[config.mk]
export PLATFORM = sky130hd
export DESIGN_NAME = cdb_arbiter
export DESIGN_NICKNAME = d
export VERILOG_FILES = /design/src/rtl/cdb_arbiter.sv
export SDC_FILE = /design/constraint.sdc
export NUM_CORES = 1
export LEC_CHECK = 0
export CAP_MARGIN = 25
export CORE_ASPECT_RATIO = 1.2
export CORE_MARGIN = 2
export CORE_UTILIZATION = 25
export CTS_CLUSTER_DIAMETER = 100
export DETAILED_ROUTE_END_ITERATION = 8
export SYNTH_ARGS = -nofsm -noshare
export SYNTH_HDL_FRONTEND = slang
export SYNTH_SLANG_ARGS = --single-unit
[constraint.sdc]
create_clock -name clk -period 2.19 [get_ports clk]
set_input_delay 0.219 -clock clk [delete_from_list [all_inputs] [get_ports clk]]
set_output_delay 0.219 -clock clk [all_outputs]
set_load 0.02 [all_outputs]
[src/rtl/cdb_arbiter.sv]
`default_nettype none
// ============================================================================
// Module : cdb_arbiter
// Desc   : Round-robin Common Data Bus arbiter with flush gating and a
//          registered broadcast stage. Option macro: CDB_ARB_BRANCH_PRIORITY_EN
// Rev    : 1.0
// ============================================================================
module cdb_arbiter #(
    parameter int NUM_REQ           = 4,
    parameter int BW_TAG            = 4,
    parameter int BW_PROCESSOR_DATA = 32
) (
    input  logic                                 clk,
    input  logic                                 rst_n,
    input  logic [NUM_REQ-1:0]                   i_req_valid,
    output logic [NUM_REQ-1:0]                   o_req_ready,
    input  logic [NUM_REQ*BW_TAG-1:0]            i_req_tag_flatten,
    input  logic [NUM_REQ*BW_PROCESSOR_DATA-1:0] i_req_data_flatten,
    input  logic                                 i_flush,
    output logic                                 o_cdb_valid,
    output logic [BW_TAG-1:0]                    o_cdb_tag,
    output logic [BW_PROCESSOR_DATA-1:0]         o_cdb_data,
    output logic [NUM_REQ-1:0]                   o_cdb_src
);

    localparam int                 c_ptr_w       = (NUM_REQ > 1) ? $clog2(NUM_REQ) : 1;
    localparam logic [c_ptr_w:0]   c_num_req     = (c_ptr_w+1)'(NUM_REQ);
    localparam logic [c_ptr_w-1:0] c_last_idx    = c_ptr_w'(NUM_REQ-1);
    localparam logic [NUM_REQ-1:0] c_branch_mask = NUM_REQ'(1);

    // Lowest index of the round-robin ring; with branch priority the ring
    // excludes requester 0, so the pointer resets to and wraps back to 1.
`ifdef CDB_ARB_BRANCH_PRIORITY_EN
    localparam logic [c_ptr_w-1:0] c_rr_base = c_ptr_w'(1);
`else
    localparam logic [c_ptr_w-1:0] c_rr_base = '0;
`endif

    logic [c_ptr_w-1:0]           rr_ptr_q;
    logic [c_ptr_w-1:0]           rr_ptr_d;
    logic                         cdb_valid_q;
    logic [BW_TAG-1:0]            cdb_tag_q;
    logic [BW_PROCESSOR_DATA-1:0] cdb_data_q;
    logic [NUM_REQ-1:0]           cdb_src_q;

    logic [NUM_REQ-1:0]           w_eligible;
    logic                         w_grant_any;
    logic [c_ptr_w-1:0]           w_grant_idx;
    logic [NUM_REQ-1:0]           w_grant_vec;
    logic                         w_moves_ptr;
    logic [BW_TAG-1:0]            w_sel_tag;
    logic [BW_PROCESSOR_DATA-1:0] w_sel_data;

    always_comb begin
        w_eligible = i_req_valid;
        if (i_flush) begin
            w_eligible = i_req_valid & c_branch_mask;
        end
    end

    always_comb begin
        logic [c_ptr_w:0] sum;
        sum         = '0;
        w_grant_any = 1'b0;
        w_grant_idx = '0;
`ifdef CDB_ARB_BRANCH_PRIORITY_EN
        if (w_eligible[0]) begin
            w_grant_any = 1'b1;
        end
`endif
        for (int i = 0; i < NUM_REQ; i++) begin
            sum = {1'b0, rr_ptr_q} + (c_ptr_w+1)'(i);
            if (sum >= c_num_req) begin
                sum = sum - (c_num_req - {1'b0, c_rr_base});
            end
            if (!w_grant_any && w_eligible[sum[c_ptr_w-1:0]]) begin
                w_grant_any = 1'b1;
                w_grant_idx = sum[c_ptr_w-1:0];
            end
        end
    end

`ifdef CDB_ARB_BRANCH_PRIORITY_EN
    assign w_moves_ptr = w_grant_any && (w_grant_idx != '0);
`else
    assign w_moves_ptr = w_grant_any;
`endif

    always_comb begin
        rr_ptr_d = rr_ptr_q;
        if (w_moves_ptr) begin
            if (w_grant_idx == c_last_idx) begin
                rr_ptr_d = c_rr_base;
            end else begin
                rr_ptr_d = w_grant_idx + c_ptr_w'(1);
            end
        end
    end

    assign w_grant_vec = w_grant_any ? (c_branch_mask << w_grant_idx) : '0;
    assign w_sel_tag   = i_req_tag_flatten[w_grant_idx*BW_TAG +: BW_TAG];
    assign w_sel_data  = i_req_data_flatten[w_grant_idx*BW_PROCESSOR_DATA +: BW_PROCESSOR_DATA];

    // Ready is purely combinational, so it must be masked while reset is held.
    assign o_req_ready = rst_n ? w_grant_vec : '0;

    always_ff @(posedge clk or negedge rst_n) begin
        if (!rst_n) begin
            rr_ptr_q    <= c_rr_base;
            cdb_valid_q <= 1'b0;
            cdb_tag_q   <= '0;
            cdb_data_q  <= '0;
            cdb_src_q   <= '0;
        end else begin
            rr_ptr_q    <= rr_ptr_d;
            cdb_valid_q <= 1'b0;
            // Tag 0 means "no dependency"; such a grant is consumed but never broadcast.
            if (w_grant_any && (w_sel_tag != '0)) begin
                cdb_valid_q <= 1'b1;
                cdb_tag_q   <= w_sel_tag;
                cdb_data_q  <= w_sel_data;
                cdb_src_q   <= w_grant_vec;
            end
        end
    end

    assign o_cdb_valid = cdb_valid_q;
    assign o_cdb_tag   = cdb_tag_q;
    assign o_cdb_data  = cdb_data_q;
    assign o_cdb_src   = cdb_src_q;

endmodule
`default_nettype wire

==> summary.md, run 1 <==
| Metric | Value |
|---|---|
| Rel. slew slack | a little over three fifths |
| Buffer depth of the longest clock path | 2 |
| Grt ovf | 0 |
| GRT Resource Usage Total | between 15 and 20% |
| Violated checks | setup timing |
| Sequential share of the synthesized area | about a third |
| Drt via density | between 5 and 6 |
| Iteration-0 DRC count of the detailed router | 270 |
| Worst Setup Start Kind | flop |
| Pre-CTS WS | -580 ps |
| Crit share post-route | 108% |
| Area Growth Syn to Fin | 83.2% |
| Die width | between 100 and 150 microns |
| Final Max Slew Viols | 0 |
| Reg-to-reg slack, setup | -170 ps |
| CP Max Fanout | 10 |
| Highest Signal Layer | met4 |
| Post-synth top area share | 32.3% |
| GP Congestion | approximately 0.81 |
| CORE AREA | 13100 sq um |
| Count leader, synth | o21ai_0 |
| Number of buffers created by CTS | 5 |
| Gate Count Post-Synth | around 360 |
| Post-route antenna net violation count | 0 |
| ANT cells | 0 |
| Critical path class | reg2reg |
| Synth async-reset ratio | 100% |
| #FFs+latches synth | 43 |
| Final setup vio count | 44 |
| CTS tree | yes |
| PwrDens | between 1000 and 1500 nW/um^2 |
| Distinct cells, synth | 33 |
| Post-synthesis cell area | 3330 sq um |
| Predominant post-synthesis flop cell | dfrtp_1 |
| DP Wirelength | around 9400 microns |
| Total number of vias | roughly 3.8k |
| Met2 WL | 7050 microns |
| Worst hold path class | in2async |
| Worst slew pin tran | 563 ps |
| Clock insertion delay at the later pin of the skew report | 280 ps |
| Dominant cells by area after synthesis | dfrtp_1 32%, mux2_4 18%, a31oi_1 14% |
| Largest net degree at the start of global routing | 73 |
| RSZ-0062 raised after global routing | yes |
| Max-cap violations | 0 |
| Hold Vio Cnt, Final | 0 |
| Average wire per standard cell | between 15 and 20 microns |
| Cell taking the most area after synthesis | dfrtp_1 |
| Drt first pass iters | 4 |
| Worst EP required | about 2400 ps |
| Outcome | finished with violations |
| Clock slew at reported path FFs | 60 ps |
| Fin area | between 6000 and 7000 sq um |
| Cell Area, Placed | approximately 5600 sq um |
| Minimum clock period | ~2400 ps |
| Final worst clock skew | 1.86 ps |
| Share of post-route cells with drive strength above 1 | 23.2% |
| # nets final | approximately 720 |
| Yosys Warn Count | 0 |
| WL met1 | 5100 microns |
| Htree depth | 2 |
| EDFF count, synth | 0 |
| CTS Sinks | 43 |
| Top cells by count, synth | 74 x o21ai_0, 73 x a31oi_1, 43 x dfrtp_1 |
| Critical Path Sink Type | flop |
| DRC Markers | 0 |
| Final worst slack | -173 ps |
| Vias in the first global route | approximately 3.8k |
| Max Fclk | ~420 MHz |
| Port Buffers | about 200 |
| I/O pin cnt | between 150 and 200 |
| Routed wl met3 | around 840 microns |
| Initial antenna violation count | 0 |
| First-pass GRT wire length | 19800 microns |
| Starting density of the core | approximately a quarter |
| LEAKAGE | 2.46 nW |
| Syn nets | 510 |
| Peak VDD IR | approximately 410 uV |
| Total die area | 14300 sq um |
| Die H | around 130 microns |
| CTS root buf | clkbuf_16 |
| Worst EP arrival | between 2000 and 3000 ps |
| Rows | 46 |
| Drt total wl | 13200 microns |
| Syn_area_per_cell | between 9 and 10 sq um |
[path summary, 6_finish.rpt]
| kind | start | endpoint | depth (start not counted) |
|---|---|---|---|
| worst max-delay path | rr_ptr_q[0] | o_cdb_tag[2] | 10 |
| worst min register to register | o_cdb_data[14] | o_cdb_data[14] | 1 |
| min in group clk | o_cdb_data[14] | o_cdb_data[14] | 1 |
| max in group asynchronous | rst_n | rr_ptr_q[0] | 2 |
| worst min-delay path | rst_n | o_cdb_src[0] | 2 |
| worst max register to register | rr_ptr_q[0] | o_cdb_tag[2] | 10 |
[flip-flops by register name (all words and copies together) (netlist names)]
| signal | count |
|---|---|
| o_cdb_src | 4 |
| o_cdb_data | 32 |
| rr_ptr_q | 2 |
| o_cdb_valid | 1 |
| o_cdb_tag | 4 |
[per-stage QoR]
step | TNS (ps) | total power, mW | utilization (%) | std cells | hold WS [ps]
floorplan | 0 | 3.98 | - | 355 | -76.6
global placement | -19980 | 5.63 | 42.4 | 706 | 400
detailed placement | -22350 | 5.69 | 42.4 | 706 | 400
CTS | -3780 | 6.87 | 45.8 | 729 | 105
global route | -8960 | 7.34 | 46.4 | 732 | 152
finish | -6190 | 6.92 | 46.4 | 732 | 79.6
[routing by layer]
metal | vias to the layer above | GRT usage, %
li1 | 1819 | -
met1 | 1844 | 20.2
met2 | 137 | 33.1
met3 | 14 | 3.57
met4 | 0 | 4.24
met5 | - | 0
[power breakdown]
part / internal (mW) / total [mW] / switching, mW
clock network: 0.485 / 0.776 / 0.290
registers: 1.20 / 1.44 / 0.241
logic: 2.52 / 4.70 / 2.18
total: 4.20 / 6.92 / 2.71
[worst max-delay path, cell delays in order, from the launching register on]
cell and delay (ps):
dfrtp_2 450, buf_4 150, mux2i_1 100, nor2_1 270, buf_4 190, a21o_4 140, a31oi_2 90, a22o_4 250
buf_4 140, buf_12 150, mux2_4 300
[area by class of cell]
class / instances / area (sq um)
Clock buffer: 8 / 156
Sequential cell: 43 / 1080
Fill cell: 1280 / 7030
Tap cell: 168 / 210
Multi-Input combinational cell: 265 / 2160
Timing Repair Buffer: 246 / 2480
Inverter: 2 / 7.51
[cell families after synthesis]
| logic type | Yosys count | share of synthesized area (%) |
|---|---|---|
| flip-flops | 43 | 32.3 |
| AO/OA/AOI/OAI | 195 | 35.8 |
| adder cells (fa/ha/maj) | 4 | 1.50 |
| multiplexers | 44 | 19.2 |
| AND/OR/NAND/NOR | 21 | 3.72 |
| buffers and inverters | 47 | 7.15 |
| XOR/XNOR | 1 | 0.263 |
[timing repair]
item                                    4_1_cts  5_1_grt
endpoints found under the setup margin       44       44
cloned                                        3        1
endpoints found under the hold margin         0        0
buffers inserted                             12        2
hold buffers                                  0        0
pin swaps                                     4        1
resized for setup                            55        9
[cell usage in the layout, fill, tap and decap left out, types with 2 or more instances in the layout]
cell	count
buf_6	10
a22oi_2	2
buf_2	2
mux2_4	39
buf_16	3
mux2_2	3
clkbuf_16	6
ha_4	2
nor4_1	2
buf_8	2
a21oi_4	2
nand2b_1	3
a211oi_2	2
clkdlybuf4s50_1	188
inv_2	2
dlygate4sd2_1	2
buf_4	35
a31oi_1	68
a31oi_2	5
nor2_1	3
clkbuf_8	2
dfrtp_1	42
a22oi_1	35
or4_1	2
nor2_2	2
o21ai_0	74
and3_4	2
buf_12	3
mux2i_1	2
and3_1	2
(Power assumes the default switching activity.)
==> run 2: changes to the inputs <==
==> constraint.sdc (replaced) <==
create_clock -name clk -period 2.6 [get_ports clk]
set_input_delay 0.26 -clock clk [delete_from_list [all_inputs] [get_ports clk]]
set_output_delay 0.26 -clock clk [all_outputs]
set_load 0.02 [all_outputs]
==> summary.md, run 2 (synthesis gave the netlist of run 1 again) <==
| Metric | Value |
|---|---|
| Most frequent cells in the layout | 187 x clkdlybuf4s50_1, 74 x o21ai_0, 72 x a31oi_1 |
| Finished Layout Cells | 724 |
| Critical path class | reg2reg |
| Worst slew pin tran | 583 ps |
| Reg-to-reg slack, setup | 70 ps |
| CP Max Fanout | 8 |
| Share of post-route cells with drive strength above 1 | 20.0% |
| Critical path's most frequent cell | buf_4 |
| Worst EP arrival | around 2700 ps |
| Final worst clock skew | around 3.3 ps |
| CTS tree | yes |
| Sequential cell area | 1080 sq um |
| Average wire per standard cell | roughly 18 microns |
| Delay-heaviest family, CP | buffers and inverters |
| DP Wirelength | ~9500 microns |
| LEAKAGE | 2.44 nW |
| Grt peak-use layer | met2 |
| Final worst slack | 68.8 ps |
| Minimum clock period | 2530 ps |
| Die width | 109 microns |
| Max Fclk | 395 MHz |
| Drt first pass iters | 5 |
| Worst path max stage delay | roughly 420 ps |
| Placed insts | ~700 |
| Htree depth | 2 |
| Die H | 130 microns |
| Met2 GRT Util | 30.4% |
| Starting density of the core | 25.4% |
| Setup tns final | 0 ps |
| Crit share post-route | a little over nine tenths |
| GRT Resource Usage Total | 16.6% |
| Total number of vias | about 3.7k |
| CORE AREA | 13100 sq um |
| Post-route antenna net violation count | 0 |
| Hold Vio Cnt, Final | 0 |
| Port Buffers | 195 |
| Drt total wl | between 10000 and 15000 microns |
| # nets final | between 700 and 800 |
| Critical Path Sink Type | flop |
| Final Max Slew Viols | 0 |
| Worst path bufs/invs | 6 |
| Most common cell after layout, fill and taps aside | clkdlybuf4s50_1 |
| Clock insertion delay at the later pin of the skew report | approximately 280 ps |
| Buffer depth of the longest clock path | 2 |
| Worst Setup Start Kind | flop |
| DRC Markers | 0 |
| Pre-CTS WS | -288 ps |
| ANT cells | 0 |
| Peak VDD IR | around 340 uV |
| Clock slew at reported path FFs | 60 ps |
| PwrDens | a little under 1000 nW/um^2 |
| I/O pin cnt | 196 |
| Grt ovf | 0 |
| Total die area | about 14000 sq um |
| CTS root buf | clkbuf_16 |
| First-pass GRT wire length | 18800 microns |
| Outcome | finished clean |
| Drt via density | just over 5 |
| Area taken by multi-input logic gates | ~2100 sq um |
| Number of buffers created by CTS | 5 |
| Worst EP required | 2760 ps |
| Rows | 46 |
| Final setup vio count | 0 |
| Max-cap violations | 0 |
| Rel. slew slack | about three fifths |
| Max reg flops | 32 |
| CTS hold repair buffers | 0 |
| Crit-path slowest cell | dfrtp_2 |
| Initial antenna violation count | 0 |
| Area Growth Syn to Fin | 79.2% |
| CTS Sinks | 43 |
| Vias in the first global route | about 3.7k |
| Largest net degree at the start of global routing | 47 |
| GR Util met1 | 19.0% |
| Cells along the critical path | mux2i_1 > nor2_2 > buf_4 > o41ai_4 > buf_4 > buf_6 > inv_6 > buf_12 > a22o_4 > clkbuf_16 > mux2_4 |
| Fillers | ~1.3k |
| GR Layer Usage met3 | under 10% |
| GP Congestion | 0.790 |
| Worst hold path class | in2async |
| Iteration-0 DRC count of the detailed router | between 200 and 250 |
run 2: worst paths after layout:
| kind | from | end | depth (start not counted) |
|---|---|---|---|
| max in group asynchronous | rst_n | rr_ptr_q[0] | 2 |
| min in group clk | o_cdb_data[19] | o_cdb_data[19] | 1 |
| min | rst_n | o_cdb_src[3] | 2 |
| min reg2reg | o_cdb_data[19] | o_cdb_data[19] | 1 |
| max | rr_ptr_q[0] | o_cdb_data[25] | 11 |
| max reg2reg | rr_ptr_q[0] | o_cdb_data[25] | 11 |
run 2: cell type report:
type                    count  share of cell area [%]
well taps                 168                    3.52
flip-flops and latches     43                    18.1
repair buffers            239                    40.5
clock buffers               6                    2.16
multi-input cells         265                    35.1
clock inverters             1                   0.504
inverters                   2                   0.210
run 2: per-layer routing:
layer | up-vias | routed length (microns) | part of all wire [%]
met1 | 1766 | 5080 | 39
met4 | 0 | 405 | 3.1
met2 | 157 | 6740 | 51
met5 | - | 0 | 0
li1 | 1795 | - | -
met3 | 25 | 900 | 6.9
run 2: stage by stage:
step	utilization, %	instance area (sq um)	hold slack, ps	total power [mW]
6_report	45.4	5960	108	5.73
5_1_grt	45.4	5960	160	6.08
4_1_cts	43.7	5730	131	5.52
3_5_place_dp	42.3	5550	428	4.77
3_3_place_gp	42.3	5550	424	4.72
2_1_floorplan	-	3330	-35.6	3.35
run 2: timing repair:
item / in CTS / in global routing
gates resized for setup: 18 / 16
endpoints found under the setup margin: 44 / 44
cloned: 0 / 6
setup buffers: 3 / 4
pin swaps: 1 / 3
endpoints found under the hold margin: 0 / 0
run 2: power breakdown:
group,switching [mW],total (mW),internal (mW),leakage [nW]
clock network,0.245,0.693,0.448,0.0769
registers,0.210,1.22,1.01,0.502
logic,1.78,3.81,2.03,1.86
